[src/rtl/msk_rnd_pkg.sv]
// Shared constants, FSM state type and LFSR feedback helper for the masking
// randomness source.
package msk_rnd_pkg;

    localparam int LFSR_W     = 64;
    localparam int TAP_A      = 63;
    localparam int TAP_B      = 62;
    localparam int TAP_C      = 60;
    localparam int TAP_D      = 59;
    localparam int SEED_BYTES = 8;
    localparam int BYTE_CNT_W = 3;
    localparam int WARM_CNT_W = 8;

    typedef enum logic [1:0] {
        ST_SEED   = 2'd0,
        ST_WARMUP = 2'd1,
        ST_RUN    = 2'd2
    } state_e;

    // Feedback bit for x^64+x^63+x^61+x^60+1
    function automatic logic lfsr_fb(input logic [LFSR_W-1:0] s);
        return s[TAP_A] ^ s[TAP_B] ^ s[TAP_C] ^ s[TAP_D];
    endfunction

endpackage

[src/rtl/lfsr64_stepn.sv]
// Combinational n-step unroll of the 64-bit Fibonacci LFSR; the generated
// bits come out with the oldest in bits_out[n-1].
module lfsr64_stepn
    import msk_rnd_pkg::*;
#(
    parameter int n = 1
) (
    input  logic [LFSR_W-1:0] state_in,
    output logic [LFSR_W-1:0] state_out,
    output logic [n-1:0]      bits_out
);

    always_comb begin : unroll
        logic [LFSR_W-1:0] s;
        logic              fb;
        s        = state_in;
        fb       = 1'b0;
        bits_out = '0;
        for (int i = 0; i < n; i++) begin
            fb              = lfsr_fb(s);
            s               = {s[LFSR_W-2:0], fb};
            bits_out[n-1-i] = fb;
        end
        state_out = s;
    end

endmodule

[src/rtl/msk_rnd_source.sv]
// Fresh-randomness source for HPC1 gadgets: byte-seeded 64-bit LFSR with a
// warm-up phase, then one rnd_width word per valid/ready handshake.
module msk_rnd_source
    import msk_rnd_pkg::*;
#(
    parameter int security_order = 2,
    parameter int rnd_width      = security_order * (security_order + 1),
    parameter int warmup_cycles  = 128
) (
    input  logic                 clk,
    input  logic                 rst,
    input  logic [7:0]           seed_in,
    input  logic                 seed_valid,
    output logic                 seed_ready,
    input  logic                 reseed,
    output logic [rnd_width-1:0] rnd,
    output logic                 rnd_valid,
    input  logic                 rnd_ready,
    output logic                 busy
);

    state_e                  state_q, state_d;
    logic [BYTE_CNT_W-1:0]   byte_cnt_q, byte_cnt_d;
    logic [WARM_CNT_W-1:0]   warm_cnt_q, warm_cnt_d;
    logic [LFSR_W-1:0]       lfsr_q, lfsr_d;
    logic [rnd_width-1:0]    rnd_q, rnd_d;
    logic                    rnd_valid_q, rnd_valid_d;
    logic                    seed_ready_q, seed_ready_d;

    logic [LFSR_W-1:0]       step1_state;
    logic [0:0]              step1_bit;
    logic [LFSR_W-1:0]       stepn_state;
    logic [rnd_width-1:0]    stepn_bits;
    logic [LFSR_W-1:0]       seed_shift;

    logic                    seed_fire;
    logic                    last_byte;
    logic                    warm_done;
    logic                    handshake;

    lfsr64_stepn #(.n(1)) u_step1 (
        .state_in  (lfsr_q),
        .state_out (step1_state),
        .bits_out  (step1_bit)
    );

    lfsr64_stepn #(.n(rnd_width)) u_stepn (
        .state_in  (lfsr_q),
        .state_out (stepn_state),
        .bits_out  (stepn_bits)
    );

    assign seed_fire  = seed_valid && seed_ready_q;
    assign last_byte  = (byte_cnt_q == BYTE_CNT_W'(SEED_BYTES - 1));
    assign warm_done  = (warm_cnt_q == WARM_CNT_W'(warmup_cycles));
    assign handshake  = rnd_valid_q && rnd_ready;
    assign seed_shift = {lfsr_q[LFSR_W-9:0], seed_in};

    // State register and all datapath flops
    always_ff @(posedge clk) begin
        if (rst) begin
            state_q      <= ST_SEED;
            byte_cnt_q   <= '0;
            warm_cnt_q   <= '0;
            lfsr_q       <= '0;
            rnd_q        <= '0;
            rnd_valid_q  <= 1'b0;
            seed_ready_q <= 1'b0;
        end else begin
            state_q      <= state_d;
            byte_cnt_q   <= byte_cnt_d;
            warm_cnt_q   <= warm_cnt_d;
            lfsr_q       <= lfsr_d;
            rnd_q        <= rnd_d;
            rnd_valid_q  <= rnd_valid_d;
            seed_ready_q <= seed_ready_d;
        end
    end

    // Next-state logic
    always_comb begin
        state_d = state_q;
        case (state_q)
            ST_SEED: begin
                if (!reseed && seed_fire && last_byte) state_d = ST_WARMUP;
            end
            ST_WARMUP: begin
                if (reseed)         state_d = ST_SEED;
                else if (warm_done) state_d = ST_RUN;
            end
            ST_RUN: begin
                if (reseed) state_d = ST_SEED;
            end
            default: state_d = ST_SEED;
        endcase
    end

    // Datapath and registered outputs
    always_comb begin
        byte_cnt_d   = byte_cnt_q;
        warm_cnt_d   = warm_cnt_q;
        lfsr_d       = lfsr_q;
        rnd_d        = rnd_q;
        rnd_valid_d  = (state_d == ST_RUN);
        seed_ready_d = (state_d == ST_SEED);
        case (state_q)
            ST_SEED: begin
                if (reseed) begin
                    byte_cnt_d = '0;
                end else if (seed_fire) begin
                    byte_cnt_d = byte_cnt_q + BYTE_CNT_W'(1);
                    lfsr_d     = seed_shift;
                    if (last_byte) begin
                        warm_cnt_d = '0;
                        // An all-zero seed would lock the LFSR forever
                        if (seed_shift == '0) lfsr_d = LFSR_W'(1);
                    end
                end
            end
            ST_WARMUP: begin
                if (reseed) begin
                    byte_cnt_d = '0;
                    rnd_d      = '0;
                end else if (!warm_done) begin
                    lfsr_d     = {step1_state[LFSR_W-1:1], step1_bit};
                    warm_cnt_d = warm_cnt_q + WARM_CNT_W'(1);
                end else begin
                    lfsr_d = stepn_state;
                    rnd_d  = stepn_bits;
                end
            end
            ST_RUN: begin
                // A handshake coinciding with reseed is already consumed; just clear
                if (reseed) begin
                    byte_cnt_d = '0;
                    rnd_d      = '0;
                end else if (handshake) begin
                    lfsr_d = stepn_state;
                    rnd_d  = stepn_bits;
                end
            end
            default: begin
                byte_cnt_d = '0;
                rnd_d      = '0;
            end
        endcase
    end

    assign seed_ready = seed_ready_q;
    assign rnd_valid  = rnd_valid_q;
    assign rnd        = rnd_q;
    assign busy       = (state_q != ST_RUN);

endmodule

[config.mk]
export PLATFORM = sky130hd
export DESIGN_NAME = msk_rnd_source
export DESIGN_NICKNAME = d
export VERILOG_FILES = /design/src/rtl/msk_rnd_pkg.sv /design/src/rtl/lfsr64_stepn.sv /design/src/rtl/msk_rnd_source.sv
export SDC_FILE = /design/constraint.sdc
export NUM_CORES = 1
export LEC_CHECK = 0
export ABC_AREA = 1
export ABC_CLOCK_PERIOD_IN_PS = 2100
export CAP_MARGIN = 20
export CORE_ASPECT_RATIO = 2
export CORE_MARGIN = 2
export CORE_UTILIZATION = 55
export DETAILED_ROUTE_END_ITERATION = 10
export HOLD_SLACK_MARGIN = 0.06
export PLACE_DENSITY = 0.71
export SETUP_SLACK_MARGIN = 0.4
export SYNTH_ARGS = -nofsm -noshare
export SYNTH_HDL_FRONTEND = slang
export SYNTH_SLANG_ARGS = --single-unit
[constraint.sdc]
create_clock -name clk -period 2.1 [get_ports clk]
set_input_delay 0.21 -clock clk [delete_from_list [all_inputs] [get_ports clk]]
set_output_delay 0.21 -clock clk [all_outputs]
set_load 0.03 [all_outputs]
==> impl_metrics.ini <==
[outcome]
status = complete, no violations

[setup_path]
crit_path_frequent_cell = nand2_1
crit_type = register to register
max_stage_delay_ps = 340
cp_top_family = simple AND/OR/NAND/NOR gates
worst-path-buf-inv = 4
path_max_fanout = 6
crit_required_ps = 2390
cp_slowest_cell = dfxtp_2
cp-end-kind = register
cp.arrival_ps = 2070
crit_chain = inv_2 -> ha_4 -> nand3_4 -> nor2_4 -> nand2_4 -> nand2_8 -> buf_12 -> buf_4 -> nand2_1 -> nand2_1 -> nand2_1 -> nand3_2 -> nand2_1 -> inv_1
crit_path_start_kind = register

[drt]
drc = 0
vias = 6285
via_per_inst = 5.30
drtPass1Iterations = 5
drt_iter0_drc = 413
ant_nets = 0
wire_per_inst_um = 15.3
routed_wl_um = 18100

[synthesis]
netlist_instances = 1014
synth.area.top_cells = dfxtp_1, nand2_1, nor2_1
synth.avg_cell_area_um2 = 5.59
synth_top_family_by_area = simple AND/OR/NAND/NOR gates
ys_warn_count = 0
synth-simple-area-share_pct = 51.2
synth_nets = 1035
synth_fa_ha_area_share_pct = 1.77
synth-seq-cells = 85
synthMuxAreaShare_pct = 0
synth_compound_area_share_pct = 3.84
synth_xor_area_share_pct = 1.70
syn-cell-area_um2 = 5670
yosysUniqueCellTypes = 27
synth_top_area_share_pct = 30.0
yosysSeqAreaShare_pct = 30.0
yosysTopAreaCell = dfxtp_1

[clocking]
cts.htree.levels = 3
hold_buffers = 0
cts_tree = built
cts_buffers = 9
clk_latency_ps = 350
clockRootBuffer = clkbuf_16
path_clk_slew_ps = 70
clockBufferDepth = 2
cts_sinks = 85

[global_route]
grt_start_max_net_pins = 56
grt_pass1_vias = 5558
grt_overflow = 0
grt_pass1_wl_um = 26100
grt_antenna_before_repair = 0
grtUsageTotal_pct = 30.1

[sta]
period_share_pct = 84.7
fin_skew_ps = 5.76
max_slew_margin_pct = 68.8
hold_violations = 0
setup_viol = 0
rsz0062_at_grt = true
finalCriticalPeriod_ps = 1780
max_freq_mhz = 562
worst_pin_slew_ps = 467
drv_slew = 0
whs_ps = 363
final.setup.tns_ps = 0

[placed_design]
gp_congestion = 0.911
placed_area_um2 = 6010
hpwl_um = 10800
io_buffer_count = 21

[final_layout]
n_fill_cell = 907
diodes = 0
fin_area_um2 = 7150
drive_gt1_share_pct = 14.0
areaGrowthSynthToFinish_pct = 26.2
final_util_pct = 70.9
multi_input_area_um2 = 3620
ff_latch_area_um2 = 1710
layout.nets = 1066

[floorplan]
start_util_pct = 56.2
ioPinCount = 22
dieArea_um2 = 11200
row_count = 52
fp.dieW_um = 75.8
die_h_um = 148
core_um2 = 10100

[hold_path]
hold_path_class = input port to register

[pwr]
p_leak_nw = 3.57
powerDensity_nw_per_um2 = 546
vdd_drop_max_mv = 0.406
power.total_mw = 3.90

[flow_run]
max-cap-violations = 0
## metrics by stage
step	worst slack (ps)	instances
2_1_floorplan	393	1014
3_3_place_gp	269	1141
3_5_place_dp	257	1141
4_1_cts	376	1162
5_1_grt	250	1185
6_report	321	1185
## placed cells by master, fill, tap and decap left out, drive strengths merged
master | synthesis | layout
nand2 | 453 | 453
nor2 | 183 | 183
inv | 91 | 90
dfxtp | 85 | 85
nand3 | 76 | 76
buf | 33 | 42
a21oi | 26 | 26
clkbuf | 19 | 20
clkdlybuf4s50 | 0 | 18
o21ai | 12 | 12
nand4 | 9 | 9
ha | 8 | 8
xor2 | 7 | 7
nor3 | 6 | 6
clkinv | 0 | 5
xnor2 | 4 | 4
a31oi | 2 | 2
clkinvlp | 0 | 2
bufinv | 0 | 1
dlymetal6s2s | 0 | 1
## per-layer routing
metal	GRT usage, %	wire length (um)	vias up
li1	-	-	3133
met1	31.3	6190	2844
met2	54.2	9810	235
met3	4.36	980	73
met4	16.7	1120	0
met5	0	0	-
## sequential cells by signal, summed over array words and instances (netlist names)
name        cells
seed_ready      1
rnd_valid       1
rnd             6
byte_cnt_q      3
warm_cnt_q      8
state_q         2
lfsr_q         64
## timing repair
item,in CTS,in global routing
buffers inserted,3,9
cloned,2,14
resized for setup,26,91
setup endpoints to repair,82,83
pin swaps,5,41
## cells by family after synthesis
family	after synthesis
fa+ha+maj	8
simple gates	727
buf+inv	143
compound gates	40
flops	85
xor+xnor	11
## synthesized netlist by cell type (all sizes together)
| cell type | n |
|---|---|
| nor2 | 183 |
| o21ai | 12 |
| nor3 | 6 |
| dfxtp | 85 |
| xnor2 | 4 |
| xor2 | 7 |
| inv | 91 |
| nand2 | 453 |
| nand4 | 9 |
| a21oi | 26 |
| nand3 | 76 |
| a31oi | 2 |
| ha | 8 |
| clkbuf | 19 |
| buf | 33 |
## final cells by class
class	count	area share [%]
clock buffer	10	3.20
clock inverter	6	0.892
inverter	91	5.12
multi-input combinational	786	50.6
sequential	85	23.9
tap	135	2.36
timing repair buffer	71	13.8
timing repair inverter	1	0.122
## path summary, 6_finish.rpt
kind / cells after the start / start / endpoint / slack, ps
min: 2 / rst / byte_cnt_q[1] / 360
max: 14 / warm_cnt_q[1] / lfsr_q[48] / 320
min reg2reg: 2 / rnd[5] / rnd[5] / 460
max reg2reg: 14 / warm_cnt_q[1] / lfsr_q[48] / 320
## report_power, final
group	switching [mW]	total (mW)	internal, mW
Combinational	0.285	0.498	0.213
Sequential	0.115	1.80	1.68
Clock	0.687	1.61	0.920
Total	1.09	3.90	2.82
No activity file was read; power rests on OpenSTA's default activity.
